File: src/rtl/axis_master_tx.sv
// axis_master_tx
//   Buffers user bytes in a small FIFO and emits them as AXI-Stream packets of
//   pkt_len beats, with tlast on the final beat and a one-cycle done pulse.
//
// Ports
//   m_axis_aclk, m_axis_arst   clock, synchronous active-high reset
//   start, pkt_len             packet request (pkt_len sampled with start)
//   data_in, data_in_valid     user payload into FIFO
//   data_in_ready              FIFO not full
//   m_axis_t{data,valid,last}  stream outputs, m_axis_tready downstream ready
//   busy                       packet in progress (SEND or DONE)
//   done                       one-cycle pulse after the last beat transfers
module axis_master_tx #(
    parameter int DATA_W     = 8,
    parameter int FIFO_DEPTH = 4
) (
    input  logic              m_axis_aclk,
    input  logic              m_axis_arst,
    input  logic              start,
    input  logic [3:0]        pkt_len,
    input  logic [DATA_W-1:0] data_in,
    input  logic              data_in_valid,
    output logic              data_in_ready,
    output logic [DATA_W-1:0] m_axis_tdata,
    output logic              m_axis_tvalid,
    output logic              m_axis_tlast,
    input  logic              m_axis_tready,
    output logic              busy,
    output logic              done
);

    localparam int AW = $clog2(FIFO_DEPTH);
    localparam int CW = AW + 1;

    typedef enum logic [1:0] {
        IDLE = 2'd0,
        SEND = 2'd1,
        DONE = 2'd2
    } state_t;

    state_t            state_q, state_d;
    logic [DATA_W-1:0] mem_q [FIFO_DEPTH];
    logic [DATA_W-1:0] mem_d [FIFO_DEPTH];
    logic [AW-1:0]     wr_ptr_q, wr_ptr_d;
    logic [AW-1:0]     rd_ptr_q, rd_ptr_d;
    logic [CW-1:0]     cnt_q, cnt_d;
    logic [3:0]        len_q, len_d;
    logic [3:0]        beat_cnt_q, beat_cnt_d;

    logic full, empty, push, pop, last_beat, accept_start;

    assign full         = (cnt_q == CW'(FIFO_DEPTH));
    assign empty        = (cnt_q == '0);
    assign push         = data_in_valid && !full;
    // tvalid is a function of state and occupancy only, so pop never loops
    // tready back into tvalid.
    assign pop          = m_axis_tvalid && m_axis_tready;
    assign last_beat    = (beat_cnt_q == (len_q - 4'd1));
    assign accept_start = start && (pkt_len != 4'd0);

    // ---------------- FSM: state register ----------------
    always_ff @(posedge m_axis_aclk) begin
        if (m_axis_arst) state_q <= IDLE;
        else             state_q <= state_d;
    end

    // ---------------- FSM: next state ----------------
    always_comb begin
        state_d = state_q;
        case (state_q)
            IDLE:    if (accept_start)     state_d = SEND;
            SEND:    if (pop && last_beat) state_d = DONE;
            DONE:                          state_d = IDLE;
            default:                       state_d = IDLE;
        endcase
    end

    // ---------------- FSM: outputs ----------------
    always_comb begin
        m_axis_tvalid = (state_q == SEND) && !empty;
        m_axis_tlast  = (state_q == SEND) && !empty && last_beat;
        m_axis_tdata  = mem_q[rd_ptr_q];
        busy          = (state_q != IDLE);
        done          = (state_q == DONE);
        data_in_ready = !full;
    end

    // ---------------- FIFO and packet counters ----------------
    always_comb begin
        mem_d      = mem_q;
        wr_ptr_d   = wr_ptr_q;
        rd_ptr_d   = rd_ptr_q;
        cnt_d      = cnt_q;
        len_d      = len_q;
        beat_cnt_d = beat_cnt_q;

        if (push) begin
            mem_d[wr_ptr_q] = data_in;
            wr_ptr_d        = wr_ptr_q + AW'(1);
        end
        if (pop) rd_ptr_d = rd_ptr_q + AW'(1);

        case ({push, pop})
            2'b10:   cnt_d = cnt_q + CW'(1);
            2'b01:   cnt_d = cnt_q - CW'(1);
            default: cnt_d = cnt_q;
        endcase

        if (state_q == IDLE && accept_start) begin
            len_d      = pkt_len;
            beat_cnt_d = 4'd0;
        end else if (pop) begin
            beat_cnt_d = beat_cnt_q + 4'd1;
        end
    end

    // Storage is cleared on reset so tdata reads 0 until the first push.
    always_ff @(posedge m_axis_aclk) begin
        if (m_axis_arst) begin
            for (int i = 0; i < FIFO_DEPTH; i++) mem_q[i] <= '0;
            wr_ptr_q   <= '0;
            rd_ptr_q   <= '0;
            cnt_q      <= '0;
            len_q      <= '0;
            beat_cnt_q <= '0;
        end else begin
            mem_q      <= mem_d;
            wr_ptr_q   <= wr_ptr_d;
            rd_ptr_q   <= rd_ptr_d;
            cnt_q      <= cnt_d;
            len_q      <= len_d;
            beat_cnt_q <= beat_cnt_d;
        end
    end

endmodule
File: config.mk
export PLATFORM = sky130hd
export DESIGN_NAME = axis_master_tx
export DESIGN_NICKNAME = d
export VERILOG_FILES = /design/src/rtl/axis_master_tx.sv
export SDC_FILE = /design/constraint.sdc
export NUM_CORES = 1
export LEC_CHECK = 0
export CORE_UTILIZATION = 51
export DETAILED_ROUTE_END_ITERATION = 12
export PLACE_DENSITY_LB_ADDON = 0.08
export REMOVE_ABC_BUFFERS = 1
export SLEW_MARGIN = 15
export SYNTH_ARGS = -nofsm -noshare
export SYNTH_HDL_FRONTEND = slang
export SYNTH_SLANG_ARGS = --single-unit
File: constraint.sdc
create_clock -name m_axis_aclk -period 3.5 [get_ports m_axis_aclk]
set_input_delay 0.7 -clock m_axis_aclk [delete_from_list [all_inputs] [get_ports m_axis_aclk]]
set_output_delay 0.7 -clock m_axis_aclk [all_outputs]
set_load 0.02 [all_outputs]
* After elaboration in Yosys (flattened, before gate mapping)
Index checks and enable logic that the tools add are counted.
** Storage, ports and cells
- Bits in registers :: 49
- Output and inout bits :: 13
** Operators by class
- Add/subtract/negate cells :: 6
- Magnitude comparators :: 3
- Eq/ne operators :: 8
- Muxes and demuxes :: 10
- Bitwise logic cells :: 2
- Reductions and logical operators :: 17
** Operators by type and width (number)
- $bwmux W32 :: 1
- $mux W8 :: 3
- $bmux W8 S2 :: 1
- $demux W8 S2 :: 1
- $logic_and A1 B1 Y1 :: 8
- $ge A3 B3 Y1 const B :: 2
- $not A2 Y3 :: 2
- $pmux W3 S2 :: 1
- $add A2 B1 Y2 const B :: 2
- $add A4 B1 Y4 const B :: 1
- $eq A2 B1 Y1 const B :: 2
- $eq A2 B2 Y1 const B :: 2
- $eq A4 B4 Y1 :: 1
- $mux W2 :: 2
- $ne A2 B2 Y1 const B :: 2
- $pmux W2 S2 :: 1
- $reduce_bool A2 Y1 :: 2
- $reduce_bool A4 Y1 :: 1
- $sub A4 B1 Y4 const B :: 1
- $add A3 B1 Y3 const B :: 1
- $eq A3 B3 Y1 const B :: 1
- $logic_not A3 Y1 :: 1
- $lt A3 B1 Y1 const B :: 1
- $sub A3 B1 Y3 const B :: 1
- 4 further kinds :: 5

* Depth between registers and ports, before layout
- Depth after elaboration :: 7
- Gate-level depth with buffers :: 9
- Gate-level depth less buffers :: 8

* Worst setup path before layout
Ideal clock, no wire load.
- Path type :: input -> register
- Start :: input port m_axis_tready
- End :: register cnt_q[2]
- Library setup time :: 0.071 ns
- Data arrival time :: 2.277 ns
- Required time :: 3.429 ns
- Path slack :: 1.152 ns
- Stages on the path :: 8
- Path buffers :: 0
- Cells stage by stage :: nand3b_1 nor2_1 ha_1 inv_1 fa_1 xor2_1 or3_1 a21oi_1
** Between the ends
- Longest elaborated chain between the ends :: 3
- Elaborated cells between the ends (all ways) :: 5
** Ends and longest elaborated chain
- start, declared :: RTL line 27 : input logic m_axis_tready,
- $logic_and A1 B1 Y1 (*) :: RTL line 57 : assign pop = m_axis_tvalid && m_axis_tready;
- via pop :: RTL line 50 : logic full, empty, push, pop, last_beat, accept_start;
- $eq A2 B1 Y1 or $eq A2 B2 Y1 (tied branches) :: RTL line 103 : case ({push, pop})
- $pmux W3 S2 or $reduce_bool A2 Y1 (tied branches)
- end signal, assigned :: RTL line 130 : cnt_q <= cnt_d;
- end, declared :: RTL line 46 : logic [CW-1:0] cnt_q, cnt_d;
Mark *: on every way through the listed nets, which the timed path passes. The rest lies on a longest branch.
A chain may end at the register's enable or synchronous reset.

* Final worst setup path
- Start :: register len_q[0]
- End :: output port m_axis_tlast
** Between the ends
- Longest elaborated chain between the ends :: 3
** Ends and longest elaborated chain
- start, declared :: RTL line 47 : logic [3:0] len_q, len_d;
- start signal, assigned :: RTL line 131 : len_q <= len_d;
- $sub A4 B1 Y4 :: RTL line 58 : assign last_beat = (beat_cnt_q == (len_q - 4'd1));
- $eq A4 B4 Y1 :: RTL line 58
- $logic_and A1 B1 Y1 :: RTL line 81 : m_axis_tlast = (state_q == SEND) && !empty && last_beat;
- end, declared :: RTL line 26 : output logic m_axis_tlast,
No other way between the ends.

==> flow_summary.json <==
{
  "worst_relative_slew_slack": 0.5699,
  "yosys.cell_count.top_type": "dfxtp_1",
  "synthDominantAreaCellType": "dfxtp_1",
  "cp_data_arrival_time_ns": 2.19,
  "netlist_top_cells_count": "dfxtp_1, nor2_1, mux2i_1",
  "power_mw": 1.178,
  "finalSetupTns_ns": 0,
  "ys_ff_latch": 49,
  "clock_sinks": 49,
  "dr_total_vias": 1593,
  "cts_hold_repair.buffers": 0,
  "coreArea_um2": 4144,
  "leading_post_synthesis_cells_by_cell_area": "dfxtp_1, mux2i_1, mux4_2, nor2_1, ha_1",
  "synth_flop_cell": "dfxtp_1",
  "irDropWorstVdd_mv": 0.2587,
  "cts_bufs_inserted": 5,
  "synth_cells": 214,
  "dpl-instance-area_um2": 2597,
  "placed_cells": 287,
  "synth_cell_types": 32,
  "seq_area_um2": 980.9,
  "global_route.overflow_total": 0,
  "achievable_frequency_mhz": 346.1,
  "initial_utilization": 0.5465,
  "cellPowerDensity_nw_per_um2": 439.0,
  "area.growth.synth_to_final_pct": 18.51,
  "grt_pass1_wl_um": 7210,
  "timing.critical_path.from": "len_q[0]$_SDFFE_PP0P_",
  "leakage_nw": 1.177,
  "final-max-slew-violation-count": 0,
  "outcome": "finished clean",
  "syn_avg_cell_area_um2": 10.58,
  "routed_wl_um": 4372,
  "timing.final.ws_setup_ns": 0.6106,
  "detailedPlacementHpwl_um": 3303,
  "postcts_resize_cnt": 0,
  "place_ws_ns": 0.5620,
  "grt.total_usage": 0.2111,
  "numPortBuffers": 29,
  "hold_viol": 0,
  "synth_enable_flop_cells": 0,
  "die-width_um": 68.64,
  "rsz0062_at_grt": "no",
  "num-nets-final": 269,
  "vias_per_cell": 5.418,
  "post_cts.repair.setup_buffers": 0,
  "setup_viol_count_final": 0,
  "worst_skew_pair.late_latency_ns": 0.30,
  "finalHoldWorstSlack_ns": 0.5007,
  "die-height_um": 68.64,
  "drt.antenna.violating_nets": 0,
  "hold_path.class": "reg2reg",
  "worst_pin_slew_ns": 0.6443,
  "cp_data_required_time_ns": 2.80,
  "final.min_clock_period_ns": 2.889,
  "cap_viol_max_count": 0,
  "synth.yosys.warnings": 0,
  "start_kind": "flop",
  "placement_rows": 23,
  "grt_antenna_before_repair": 0,
  "synth-async-reset-ratio": 0,
  "worst_r2r_startpoint": "cnt_q[2]$_SDFFE_PP0P_",
  "detailed_route_drc_error_count": 0,
  "beginning_of_the_worst_hold_path": "mem_q[5]$_SDFFE_PP0P_",
  "finalNonFillerCells": 294,
  "timing.setup.critical_path_class": "reg2out",
  "gp_congestion": 0.8257,
  "drt_iter0_drc": 34,
  "postLayoutCoreUtil": 0.6476,
  "cts_max_path_buffers": 2,
  "path_clk_slew_ns": 0.08,
  "first_pass_iters": 4,
  "grt_pass1_vias": 1608,
  "min_period_over_period": 0.8255,
  "root_buffer": "clkbuf_8",
  "netlist_area_um2": 2265,
  "path_max_fanout": 4,
  "critical_path.endpoint_type": "output port",
  "tritoncts_clock_tree": "yes",
  "post-route-cell-area_um2": 2684,
  "skew_ns": 0.004041,
  "io_pins": 30,
  "layout.filler_cells": 347,
  "post_drt_wl_per_cell_um": 14.87,
  "pin_count_of_the_biggest_net_entering_global_routing": 21,
  "n_antenna_cell": 0,
  "layout-drive-gt1-share": 0.09836,
  "sequential_area_share_after_synthesis": 0.4331,
  "synth_top_cell_area_share": 0.4331,
  "multi_input_area_um2": 1211,
  "fp.dieArea_um2": 4711,
  "clock_tree.htree_level_count": 2
}
-- registers in the layout, indices dropped and copies added (netlist names) --
signal      cells
beat_cnt_q      4
cnt_q           3
len_q           4
mem_q          32
rd_ptr_q        2
state_q         2
wr_ptr_q        2
-- worst paths after layout --
path | endpoint | slack (ns) | cells after the start
setup / recovery | m_axis_tlast | 0.61 | 6
hold reg to reg | mem_q[5]$_SDFFE_PP0P_ | 0.50 | 2
hold / removal | mem_q[5]$_SDFFE_PP0P_ | 0.50 | 2
setup reg to reg | cnt_q[2]$_SDFFE_PP0P_ | 0.99 | 8
-- placed cells by master, fill, tap and decap left out, types with 2 or more instances in the layout --
cell type        count
a21oi_1              4
a22o_1               4
buf_4                3
clkbuf_8             6
clkdlybuf4s50_1     29
dfxtp_1             49
ha_1                 7
inv_1                8
mux2i_1             32
mux4_2               8
nand2_1              3
nand2b_1             2
nand3_1              5
nand3_4              4
nor2_1              47
nor3_1               4
o21ai_0              2
xnor2_1              8
xor2_1               6
-- area by class of cell --
cell class,instances,area share
Multi-Input combinational cell,148,0.4513
Sequential cell,49,0.3655
Timing Repair Buffer,32,0.1166
Clock buffer,7,0.03217
Tap cell,50,0.02331
Inverter,8,0.01119
-- per-layer routing --
layer,up-vias,routed length (um),GRT usage
li1,794,-,-
met1,761,1837,0.2271
met2,33,2324,0.4069
met3,5,173,0.05428
met4,0,38,0.04688
met5,-,0,0
-- critical path, cell delays in order (launching register included) --
cell and delay [ns]:
dfxtp_1 0.40, inv_1 0.07, ha_1 0.30, xnor2_1 0.13
nor2_1 0.16, and4_1 0.23, clkdlybuf4s50_1 0.60
-- logic make-up (layout without fill, tap and decap cells) --
kind of cell	after synthesis	in the layout	share of synthesized area
xor+xnor	14	14	0.05414
mux	40	40	0.2210
compound gates	12	12	0.04144
flops	49	49	0.4331
simple gates	74	74	0.1707
fa+ha+maj	8	8	0.04751
buf+inv	17	47	0.03204
-- report_power, final --
group / switching [mW] / leakage (nW) / internal (mW)
Clock: 0.169 / 0.0443 / 0.157
Sequential: 0.0281 / 0.399 / 0.588
Combinational: 0.118 / 0.734 / 0.117
Total: 0.316 / 1.18 / 0.862
Power figures use the tool's default switching activity.
